File: src/rtl/q_expand_stream.sv
// Streaming Qm.n widener: sign-extends the integer part, pads fraction LSBs, valid/ready with OUT + skid storage.
// Optional: define Q_EXPAND_DITHER_EN to fill the pad bits from a 32-bit Galois LFSR instead of zeros.
module q_expand_stream #(
  parameter int M_I   = 1,
  parameter int N_I   = 20,
  parameter int M_O   = 1,
  parameter int N_O   = 24,
  parameter int CNT_W = 32
) (
  input  logic                   clk_i,
  input  logic                   rst_i,
  input  logic [M_I+N_I-1:0]     sig_i,
  input  logic                   valid_i,
  output logic                   ready_o,
  output logic [M_O+N_O-1:0]     sig_o,
  output logic                   valid_o,
  input  logic                   ready_i,
  output logic [CNT_W-1:0]       cnt_o
);

  localparam int W_O = M_O + N_O;
  localparam int PAD = N_O - N_I;

  generate
    if (M_O < M_I || N_O < N_I || (N_O - N_I) > 32) begin : g_param_err
      $error("q_expand_stream: need M_O>=M_I, N_O>=N_I and N_O-N_I<=32");
    end
  endgenerate

  logic [W_O-1:0]   ext_base;
  logic [W_O-1:0]   ext;
  logic [W_O-1:0]   out_q, out_d;
  logic [W_O-1:0]   skid_q, skid_d;
  logic             out_vld_q, out_vld_d;
  logic             skid_full_q, skid_full_d;
  logic [CNT_W-1:0] cnt_q, cnt_d;
  logic             in_xfer, out_xfer;

  assign in_xfer  = valid_i && !skid_full_q;
  assign out_xfer = out_vld_q && ready_i;

  // Signed size cast sign-extends the integer part; the shift opens the zero pad.
  assign ext_base = W_O'($signed(sig_i)) << PAD;

`ifdef Q_EXPAND_DITHER_EN
  localparam logic [W_O-1:0] PAD_MASK = (W_O'(1) << PAD) - W_O'(1);

  logic [31:0] lfsr_q, lfsr_d;

  assign ext = ext_base | (W_O'(lfsr_q) & PAD_MASK);

  always_comb begin
    lfsr_d = lfsr_q;
    if (in_xfer) begin
      lfsr_d = lfsr_q[0] ? ((lfsr_q >> 1) ^ 32'h8020_0003) : (lfsr_q >> 1);
    end
  end

  always_ff @(posedge clk_i or posedge rst_i) begin
    if (rst_i) begin
      lfsr_q <= 32'hACE1_2468;
    end else begin
      lfsr_q <= lfsr_d;
    end
  end
`else
  assign ext = ext_base;
`endif

  // An input transfer never coincides with a full skid, since ready_o is !skid_full.
  always_comb begin
    out_d       = out_q;
    out_vld_d   = out_vld_q;
    skid_d      = skid_q;
    skid_full_d = skid_full_q;
    cnt_d       = cnt_q;
    if (out_xfer) begin
      cnt_d = cnt_q + CNT_W'(1);
    end
    if (!out_vld_q || ready_i) begin
      if (skid_full_q) begin
        out_d       = skid_q;
        out_vld_d   = 1'b1;
        skid_full_d = 1'b0;
      end else if (in_xfer) begin
        out_d     = ext;
        out_vld_d = 1'b1;
      end else begin
        out_vld_d = 1'b0;
      end
    end else if (in_xfer) begin
      skid_d      = ext;
      skid_full_d = 1'b1;
    end
  end

  always_ff @(posedge clk_i or posedge rst_i) begin
    if (rst_i) begin
      out_q       <= '0;
      out_vld_q   <= 1'b0;
      skid_q      <= '0;
      skid_full_q <= 1'b0;
      cnt_q       <= '0;
    end else begin
      out_q       <= out_d;
      out_vld_q   <= out_vld_d;
      skid_q      <= skid_d;
      skid_full_q <= skid_full_d;
      cnt_q       <= cnt_d;
    end
  end

  assign sig_o   = out_q;
  assign valid_o = out_vld_q;
  assign ready_o = !skid_full_q;
  assign cnt_o   = cnt_q;

endmodule

File: config.mk
export PLATFORM = sky130hd
export DESIGN_NAME = q_expand_stream
export DESIGN_NICKNAME = d
export VERILOG_FILES = /design/src/rtl/q_expand_stream.sv
export SDC_FILE = /design/constraint.sdc
export NUM_CORES = 1
export LEC_CHECK = 0
export ABC_AREA = 1
export CAP_MARGIN = 10
export CORE_AREA = 2 2 160 84
export DETAILED_ROUTE_END_ITERATION = 8
export DIE_AREA = 0 0 162 86
export HOLD_SLACK_MARGIN = 0.08
export SLEW_MARGIN = 5
export SYNTH_ARGS = -nofsm -noshare
export SYNTH_HDL_FRONTEND = slang
export SYNTH_SLANG_ARGS = --single-unit
export TNS_END_PERCENT = 5
File: constraint.sdc
create_clock -name clk_i -period 4.13 [get_ports clk_i]
set_input_delay 0.826 -clock clk_i [delete_from_list [all_inputs] [get_ports clk_i]]
set_output_delay 0.826 -clock clk_i [all_outputs]
set_load 0.01 [all_outputs]
==> Word level (Yosys, flattened, before mapping) <==
Index checks and enable logic that the tools add are counted.
{ "totals": {"reg_bits": 80, "elab_cells": 22} }
{ "op_classes": {"addsub": 1, "n_mux": 6, "n_bitwise": 1, "reduce_logical": 9} }
{ "ops": {"columns": ["op", "n"], "rows": [
  ["$mux 25", 2],
  ["$add 32x1->32 const B", 1],
  ["$mux 1", 4],
  ["$reduce_and 2->1", 2],
  ["$reduce_bool 2->1", 2],
  ["$logic_and 1x1->1", 2],
  ["$logic_not 1->1", 2],
  ["$logic_or 1x1->1", 1],
  ["$not 1->1", 1]
]} }

==> Depth between registers and ports, before layout <==
{ "depth": {"word_depth": 4, "mapped_depth": 9, "depth_no_buf": 8} }

==> Least setup slack after synthesis <==
Ideal clock, no wire load.
{ "synth_timing": {"kind": "flip-flop to output port", "from": "reg skid_full_q", "to": "out ready_o", "arrival_time_ps": 795, "path_slack_ps": 2509, "path_stages_with_launch": 3, "path_buffers": 1, "cell_sequence": "dfrtp_1 > inv_2 > clkbuf_1"} }
{ "synth_via": {"elab_chain_len": 1} }
{ "synth_lines": {"columns": ["element", "line", "rtl"], "rows": [
  ["from (decl)", "35", "logic skid_full_q, skid_full_d;"],
  ["from (signal assigned)", "108", "skid_full_q <= skid_full_d;"],
  ["$logic_not 1->1", "115", "assign ready_o = !skid_full_q;"],
  ["to (decl)", "14", "output logic ready_o,"]
]} }
No other way between the ends.

==> Worst setup path after layout <==
Ends and elaborated chain as after synthesis.

==> results.md <==
Run status:
- The run finished with clean final reports.

Critical path:
- The number of buffers and inverters on the critical path is 3.
- The capturing element type of the critical path is a primary output.
- The destination of the worst register-to-register timing path is skid_q[10].
- Grouping stages by cell kind, the critical path spends the most delay in buffers and inverters.
- The worst register-to-register path begins at skid_full_q.
- Traced cell by cell, the critical path runs through buf_4 > inv_2 > clkdlybuf4s50_1.
- For the worst setup path, the data arrival time is 1.95 ns.
- The number of cells on the worst reg-to-reg path is 4.
- The type of origin of the critical path is a register.
- The path type of the worst setup path is register to primary output.
- The setup check on the worst reg-to-reg path leaves a slack of slightly below 2 ns.
- The required time of the critical path is between 3 and 4 ns.
- Along the worst path, the maximum fanout reaches 23.
- The slowest library cell on the worst path is sky130_fd_sc_hd__clkdlybuf4s50_1.
- The critical path runs through a total of 3 cells.
- The largest single stage delay on the critical path is 0.63 ns.

Placement:
- The count of buffers added on input and output ports is 79.
- The congestion estimate from routability-driven global placement came to 0.851.
- The placed wire-length estimate is 7160 um.
- The post-place instance area is around 4600 sq um.
- After detailed placement, the design holds a cell count of around 660.

CTS:
- The hold-fix buffer count after cts is 0.
- The post-CTS setup buffer count is 0.
- The worst-case clock buffer depth is 2.
- The latest clock arrival within the worst-skew pair is 0.34 ns.
- The clock transition time at the flip-flop clock pins of the worst setup and hold paths is 0.06 ns.
- The clock drives 76 sinks.
- The total of cells resized after clock tree synthesis is 0.
- In this run the clock root is driven by a sky130_fd_sc_hd__clkbuf_16.
- The clock tree from TritonCTS is built.
- The total CTS buffers is 9.
- The number of H-tree levels is 3.

STA:
- Subtracting the final worst setup slack from the clock period gives around 2.8 ns.
- Headroom to the max-slew limit came out at 38.3%.
- The number of pins exceeding their max-slew limit in the final report is 0.
- The share of the clock period used by the worst path after layout is 67.3%.
- The clock arrives with between 0.007 and 0.008 ns of skew.
- Setup violations remaining at the end of the flow were counted as 0.
- Static timing analysis puts the maximum clock frequency at 360 MHz.
- The final-layout setup total negative slack is 0 ns.
- Setup repair after global routing left no endpoint under its margin.
- The transition time at the pin with the least slew margin is a little over 0.9 ns.
- The final number of hold-violating endpoints is 0.

Power:
- The completed layout was analyzed and its total power is 2.21 mW.
- In this run the power density over the cells is 448 nW/um^2.
- The worst vdd rail ir drop is 0.000198 V.
- The leakage power is 2.10 nW.

Floorplan:
- In this run the vertical extent of the chip is 86 um.
- The initial utilization of the core area, before any placement, comes to just under 30%.
- After floorplanning, the core was divided into 29 placement rows.
- The die outline area is 13900 sq um.
- The x dimension of the die is 162 um.
- During I/O placement, the number of pins put on the boundary was between 80 and 90.
- The core region is between 10000 and 15000 sq um.

GRT:
- The initial antenna violation count is 0.
- The total overflow left after global routing is 0.
- The number of global-route vias before repair is ~3000.
- In the global route stage, overall resource usage came out at 15.0%.
- Entering global routing, the biggest net connects 44 pins.
- The first global-routing pass estimated 16000 um of wire.

Yosys:
- The synthesis-stage register bit count is 76.
- The Yosys warning count is 0.
- The mapped netlist covers 3690 sq um.
- The distinct cell type count of the synthesized netlist is 25.
- The average cell area after synthesis is 8.82 sq um.
- The post-synthesis cell count is 418.
- For this run, the register share of the synthesized area comes to 51.6%.

Route:
- The final wirelength is 9850 um.
- In the routed design, unresolved DRC markers number 0.
- The via density per instance is approximately 4.6.
- The routed wirelength normalized by instance count is 14.6 um.
- In this run the remaining antenna-violating nets after routing total 0.
- The count of routing violations after the opening detailed-route iteration is 201.
- The routed via count is 3118.
- The detailed-routing iteration count for the pre-antenna-repair pass is 6.

Layout:
- Once layout is done, the placed cells without fillers occupy 4930 sq um.
- The number of antenna repair diodes is 0.
- For this run, the post-layout net count is 525.
- The post-synthesis to final-layout area growth is 33.5%.
- The post-route non-filler standard cell count is 673.
- The ratio of cells with drive above 1 in the final layout is 12.3%.
- The number of filler cells placed in the layout is 1259.

Job:
- Across the run, the number of max-cap violations was 0.

Hold path:
- The startpoint identified for the worst hold timing path is cnt_o[31].
- The min-delay analysis places its worst path in the category register to register.
- The hold-critical path endpoint is cnt_o[31].
- The worst hold path passes through 2 cells.
-- synthesized netlist by cell type --
cell | count | area [sq um]
sky130_fd_sc_hd__nand3b_2 | 1 | 11.3
sky130_fd_sc_hd__a31oi_1 | 21 | 131
sky130_fd_sc_hd__nor2_4 | 5 | 56.3
sky130_fd_sc_hd__xnor2_1 | 4 | 35.0
sky130_fd_sc_hd__xor2_1 | 8 | 70.1
sky130_fd_sc_hd__nand3_2 | 5 | 50.1
sky130_fd_sc_hd__nand3b_1 | 11 | 82.6
sky130_fd_sc_hd__dfrtp_1 | 76 | 1900
sky130_fd_sc_hd__nor2_1 | 58 | 218
sky130_fd_sc_hd__ha_1 | 1 | 12.5
sky130_fd_sc_hd__nor3_1 | 3 | 15.0
sky130_fd_sc_hd__nand3_1 | 12 | 60.1
sky130_fd_sc_hd__buf_4 | 4 | 30.0
sky130_fd_sc_hd__conb_1 | 1 | 3.75
sky130_fd_sc_hd__nand4_1 | 5 | 31.3
sky130_fd_sc_hd__nand2_1 | 130 | 488
sky130_fd_sc_hd__nand2_2 | 3 | 18.8
sky130_fd_sc_hd__mux2_2 | 21 | 236
sky130_fd_sc_hd__buf_2 | 4 | 20.0
sky130_fd_sc_hd__nor2_2 | 5 | 31.3
sky130_fd_sc_hd__buf_6 | 4 | 45.0
sky130_fd_sc_hd__o21ai_0 | 4 | 20.0
sky130_fd_sc_hd__inv_1 | 25 | 93.8
sky130_fd_sc_hd__inv_2 | 3 | 11.3
sky130_fd_sc_hd__clkbuf_1 | 4 | 15.0
-- metal layers --
metal	track usage [%]	part of all wire, %
met1	22.6	53
met2	21.2	41
met3	4.45	5.2
met4	2.90	0.98
met5	0	0
-- sequential cells by signal (all words and copies together), names as in the netlist --
register     count
cnt_o           32
sig_o           21
skid_full_q      1
skid_q          21
valid_o          1
-- worst max-delay path by stage --
stage	from	end	slack, ns
after floorplan	rst_i	cnt_o[0]	1.37
after global placement	ready_i	skid_q[10]	1.54
after detailed placement	ready_i	skid_q[17]	1.50
after CTS	skid_full_q	ready_o	1.33
after global routing	skid_full_q	ready_o	1.28
final	skid_full_q	ready_o	1.35
-- cell usage in the layout, fill, tap and decap left out, drive strengths merged --
cell | netlist | routed
nor3 | 3 | 3
xnor2 | 4 | 4
ha | 1 | 1
clkinvlp | 0 | 1
nand4 | 5 | 5
buf | 12 | 4
nor2 | 68 | 68
mux2 | 21 | 21
clkinv | 0 | 1
bufinv | 0 | 1
nand2 | 133 | 133
nand3b | 12 | 12
dfrtp | 76 | 76
a31oi | 21 | 21
inv | 28 | 28
clkbuf | 4 | 12
nand3 | 17 | 17
clkdlybuf4s50 | 0 | 79
xor2 | 8 | 8
conb | 1 | 4
o21ai | 4 | 4
-- cell type report --
cell class	instances	area, sq um	area share, %
clock inverter	3	46.3	0.940
timing repair buffer	83	821	16.7
sequential	76	1900	38.6
inverter	28	105	2.13
clock buffer	12	256	5.21
multi-input combinational	301	1580	32.1
tap	170	213	4.32
-- power by group --
part / switching [mW] / total (mW) / internal (mW)
Clock: 0.310 / 0.809 / 0.499
Sequential: 0.0917 / 0.956 / 0.865
Combinational: 0.204 / 0.443 / 0.239
-- worst min-delay path, cell delays in order (launching register included) --
cell and delay, ns:
sky130_fd_sc_hd__dfrtp_1 0.36, sky130_fd_sc_hd__nand2_1 0.06, sky130_fd_sc_hd__nand2_1 0.05
-- cell families (layout without fill, tap and decap cells) --
kind of cell | Yosys count | in the layout | synth area share [%]
AOI/OAI and AO/OA | 25 | 25 | 4.10
xor gates and xnor gates | 12 | 12 | 2.85
adders and majority gates | 1 | 1 | 0.339
buffers and inverters | 44 | 126 | 5.83
DFF | 76 | 76 | 51.6
muxes | 21 | 21 | 6.41
other | 1 | 4 | 0.102
and+or+nand+nor | 238 | 238 | 28.8
-- stage by stage --
step                hold WS, ns  setup WS, ns  util, %
finish                    0.500          1.35     39.7
global route              0.517          1.28     39.7
CTS                       0.506          1.33     39.7
detailed placement        0.489          1.50     37.3
global placement          0.479          1.54     37.3
floorplan                 0.479          1.37        -
Note: power is estimated with default switching activity, not from simulation.
==> RTL change 1, RTL diff (config.mk and constraints unchanged) <==
Change the parameter `CNT_W` from 32 to 40.
--- a/src/rtl/q_expand_stream.sv
+++ b/src/rtl/q_expand_stream.sv
@@ -5,7 +5,7 @@
   parameter int N_I   = 20,
   parameter int M_O   = 1,
   parameter int N_O   = 24,
-  parameter int CNT_W = 32
+  parameter int CNT_W = 40
 ) (
   input  logic                   clk_i,
   input  logic                   rst_i,
Interface: changed (resized cnt_o); port bits go from 84 to 92. No check against the original RTL was run, so the function may have changed too.
==> RTL change 1 against the unedited design <==
- via count grew 6.9%
- worst setup slack improved by 99 ps
- maximum frequency up 3.7%
- critical endpoint unchanged
- wire length grew 6.2%
- final area rose by 8.7%
- clock power is 2.8% lower
- count of clock-buffer cells in the layout shrank 2
- synthesized area increased by 8.5%
- power is 1.3% higher
- sequential cell count rose by 8
- highest routed layer unchanged
- first-iteration DRC count shrank 26%
==> RTL change 1: results (changes against the unedited design) <==
[run_status]
run_status = finished clean

[setup_path]
crit_path_top_delay_cell = dfrtp_1
cp_top_family = flip-flops
arrival_ps = 1850  ; -100 ps
critical-path-max-stage-delay_ps = 850  ; +220 ps
cp_max_fo = 23  ; unchanged

[place]
place_inst = 701  ; +6.5%
dp_slack_ps = 1720  ; +220 ps
io_buffers = 87  ; +10%
gp_congestion = 0.868  ; +2.1%
placed_cell_area_mm2 = 0.00506  ; +9.5%
hpwlAfterDp_um = 8040  ; +12%

[routing]
drtIter0Drc = 149  ; -26%
via_per_inst = 4.65  ; +0.31%
drt_pass1_iterations = 4  ; -2
drc = 0  ; unchanged
routed_wl_um = 10500  ; +6.2%

[synthesis]
ys_types = 22  ; -12%
syn_inst = 450  ; +7.7%
seq_area_frac_synth_pct = 52.5  ; +0.96 points
synthAdderAreaFrac_pct = 0.313  ; -0.027 points
synth-compound-area-share_pct = 3.28  ; -0.82 points
synth.top_cells.by_area = dfrtp_1, nand2_1, nor2_1
synth_mux_area_share_pct = 5.91  ; -0.50 points
synthXorXnorAreaFrac_pct = 6.35  ; +3.5 points
synth_common_cells = nand2_1, dfrtp_1, nor2_1

[layout]
fin_cells = 717  ; +6.5%
fillCellCount = 1219  ; -3.2%
n_antenna_cell = 0  ; unchanged
layout-drive-gt1-share_pct = 10.8  ; -1.5 points
largest_register_ff_count = 40  ; +25%
multiInputGateArea_mm2 = 0.00170  ; +7.2%
nNetsFinal = 568  ; +8.2%

[global_route]
track_usage_pct = 16.1  ; +1.1 points
grt_max_degree = 43  ; -2.3%
grt_pass1_vias = 3254  ; +5.9%
grt_pass1_wl_um = 17300  ; +8.1%

[clock_network]
clock-root-buffer = clkbuf_16
clock_latency_ps = 340  ; about the same

[timing]
holdWs_ps = 496  ; -4.22 ps
relSlewSlack_pct = 47.6  ; +9.3 points
fmax_ghz = 0.373  ; +3.7%
skew_ps = 10.2  ; +2.26 ps

[pwr]
ir_drop_v = 0.000186  ; -6.0%
leakage_nw = 2.35  ; +12%

[worst_hold_path]
hold_class = reg2reg

-- RTL change 1: cell types whose count changed in the layout (fill, tap and decap cells not counted), moves of 8 or more --
cell / before / now
clkdlybuf4s50_1: 79 / 87
dfrtp_1: 76 / 84
inv_1: 24 / 37
nand2_1: 130 / 115
nand3_1: 12 / 21
nand3b_1: 11 / 2
nand4_1: 5 / 14
xnor2_1: 4 / 16
-- RTL change 1: area by class of cell --
type / count / share of cell area, %
Timing Repair Buffer: 92 / 17.0
Clock inverter: 6 / 1.00
Multi-Input combinational cell: 317 / 31.7
Clock buffer: 10 / 4.46
Tap cell: 170 / 3.97
Inverter: 38 / 2.69
Sequential cell: 84 / 39.2
-- RTL change 1: final timing paths --
path | depth (start not counted) | start | to
max | 2 | skid_full_q | ready_o
max reg2reg | 5 | skid_full_q | skid_q[6]
min | 1 | skid_q[8] | skid_q[8]
min reg2reg | 1 | skid_q[8] | skid_q[8]
max in group asynchronous | 3 | rst_i | skid_q[7]
min in group asynchronous | 2 | rst_i | cnt_o[12]
-- RTL change 1: power by group --
group	switching [mW]	leakage [nW]	total (mW)	internal, mW
Combinational	0.188	1.17	0.417	0.229
Clock	0.350	0.142	0.786	0.436
Sequential	0.0960	1.03	1.04	0.939
-- RTL change 1: worst register-to-register path, cell delays in order, from the launching register on --
cell and delay (ps):
dfrtp_1 850, inv_1 150, buf_4 260, nand3_1 120, buf_4 300, mux2_2 390
-- RTL change 1: layer usage --
layer | up-vias | share of wire, % | GRT usage [%]
met1 | 1605 | 50 | 23.3
met5 | - | 0 | 0
met4 | 0 | 1.1 | 4.26
met2 | 88 | 42 | 22.9
li1 | 1630 | - | -
met3 | 9 | 6.9 | 5.46
==> RTL change 2, RTL diff (same settings) <==
Without the edit above. Put one more register stage on the output `cnt_o`, cleared by the reset. The value now appears one clock later. The other outputs are not delayed to match.
--- a/src/rtl/q_expand_stream.sv
+++ b/src/rtl/q_expand_stream.sv
@@ -113,7 +113,13 @@
   assign sig_o   = out_q;
   assign valid_o = out_vld_q;
   assign ready_o = !skid_full_q;
-  assign cnt_o   = cnt_q;
+  always_ff @(posedge clk_i or posedge rst_i) begin
+    if (rst_i) begin
+      cnt_o <= '0;
+    end else begin
+      cnt_o <= cnt_q;
+    end
+  end
 
 endmodule
 
Formal check against the unedited RTL: not equivalent (Yosys sat finds a counterexample within 4 cycles, from zero or initial values and one cycle with rst_i high).
==> RTL change 2 against the unedited design <==
- sequential cell count is 32 higher
- final area is 18% higher
- power is 20% higher
- highest routed layer unchanged
- clock skew hardly changed
- count of clock-buffer cells in the layout is 2 lower
- wire length is 4.9% higher
- worst setup slack better by 64 ps
- largest power group unchanged
- synthesized area is 23% higher
==> RTL change 2: results (changes against the unedited design) <==
[timing]
skew_ps = 7.68  ; -0.272 ps
relSlewSlack_pct = 48.2  ; +9.9 points

[synthesis]
async_flop_share_pct = 100  ; unchanged
seq_area_frac_synth_pct = 59.8  ; +8.2 points
synthAdderAreaFrac_pct = 0.277  ; -0.063 points
synth_mux_area_share_pct = 6.89  ; +0.48 points
synth.top_cells.by_area = dfrtp_1, nand2_1, mux2_4
synth-compound-area-share_pct = 3.24  ; -0.87 points
avgSynthCellArea_um2 = 10.5  ; +19%
ys_types = 30  ; +20%
synth_common_cells = nand2_1, dfrtp_1, nor2_1
synthXorXnorAreaFrac_pct = 3.87  ; +1.0 points

[routing]
wl_met2_um = 3940  ; -1.9%
wl_met1_um = 5650  ; +8.2%
drtIter0Drc = 167  ; -17%
drt_pass1_iterations = 4  ; -2
routedWlPerCell_um = 15.1  ; +2.8%
wl_met3_um = 666  ; +30%
num_vias = 3129  ; +0.35%
routed_wl_um = 10300  ; +4.9%

[clock_network]
clock-root-buffer = clkbuf_16
clkSlewWorstSetupHoldPaths_ps = 70
cts_resized = 0  ; unchanged
cts-htree-levels = 3  ; unchanged
clock_latency_ps = 340  ; about the same

[global_route]
track_usage_pct = 15.5  ; +0.50 points
grt_max_degree = 63  ; +43%
met2_usage_pct = 20.5  ; -0.70 points
grt_pass1_wl_um = 16500  ; +2.8%
grtUsageMet1_pct = 24.7  ; +2.0 points
grtUsageMet3_pct = 4.35  ; -0.097 points

[worst_hold_path]
hold_depth = 0  ; -2
worstHoldStart = cnt_q[26]

[place]
gp_congestion = 0.881  ; +3.6%
place_inst = 671  ; +2.0%
placed_cell_area_mm2 = 0.00548  ; +19%
hpwlAfterDp_um = 7400  ; +3.3%
dp_slack_ps = 1330  ; -171 ps
io_buffers = 79  ; unchanged

[setup_path]
cp_top_family = buffers and inverters
critical-path-max-stage-delay_ps = 580  ; -50 ps
crit_path_top_delay_cell = clkdlybuf4s50_1
arrival_ps = 1890  ; -60 ps
r2r_cells = 3  ; -1
cp_max_fo = 13  ; -43%

[layout]
layout-drive-gt1-share_pct = 12.8  ; +0.44 points
nNetsFinal = 538  ; +2.5%

[run_status]
run_status = finished clean

[pwr]
ir_drop_v = 0.000181  ; -8.4%
leakage_nw = 2.61  ; +24%

RTL change 2: changes by cell type in the layout (fill, tap and decap cells not counted), moves of 6 or more:
cell / delta
dfrtp_1: +32
nand2_1: -18
xnor2_1: +6
mux2_2: -20
nand3b_1: -6
mux2_4: +20
RTL change 2: final cells by class:
class                   count  area [µm²]
repair buffers             83         833
clock buffers              10         239
multi-input cells         282        1630
inverters                  28         108
flip-flops and latches    108        2700
well taps                 170         213
clock inverters             6        71.3
fillers                  1161        6620
RTL change 2: worst paths after layout:
path | to | slack, ps
worst max register to register | skid_q[12] | 2080
min in group asynchronous | sig_o[24] | 910
max in group asynchronous | cnt_o[12] | 2460
worst min register to register | cnt_o[26] | 410
worst min-delay path | cnt_o[26] | 410
worst max-delay path | ready_o | 1410
RTL change 2: report_power, final:
part / switching [mW] / total [mW] / internal, mW
combinational: 0.213 / 0.477 / 0.264
clock: 0.390 / 0.881 / 0.491
sequential: 0.0974 / 1.30 / 1.20
total: 0.700 / 2.66 / 1.96
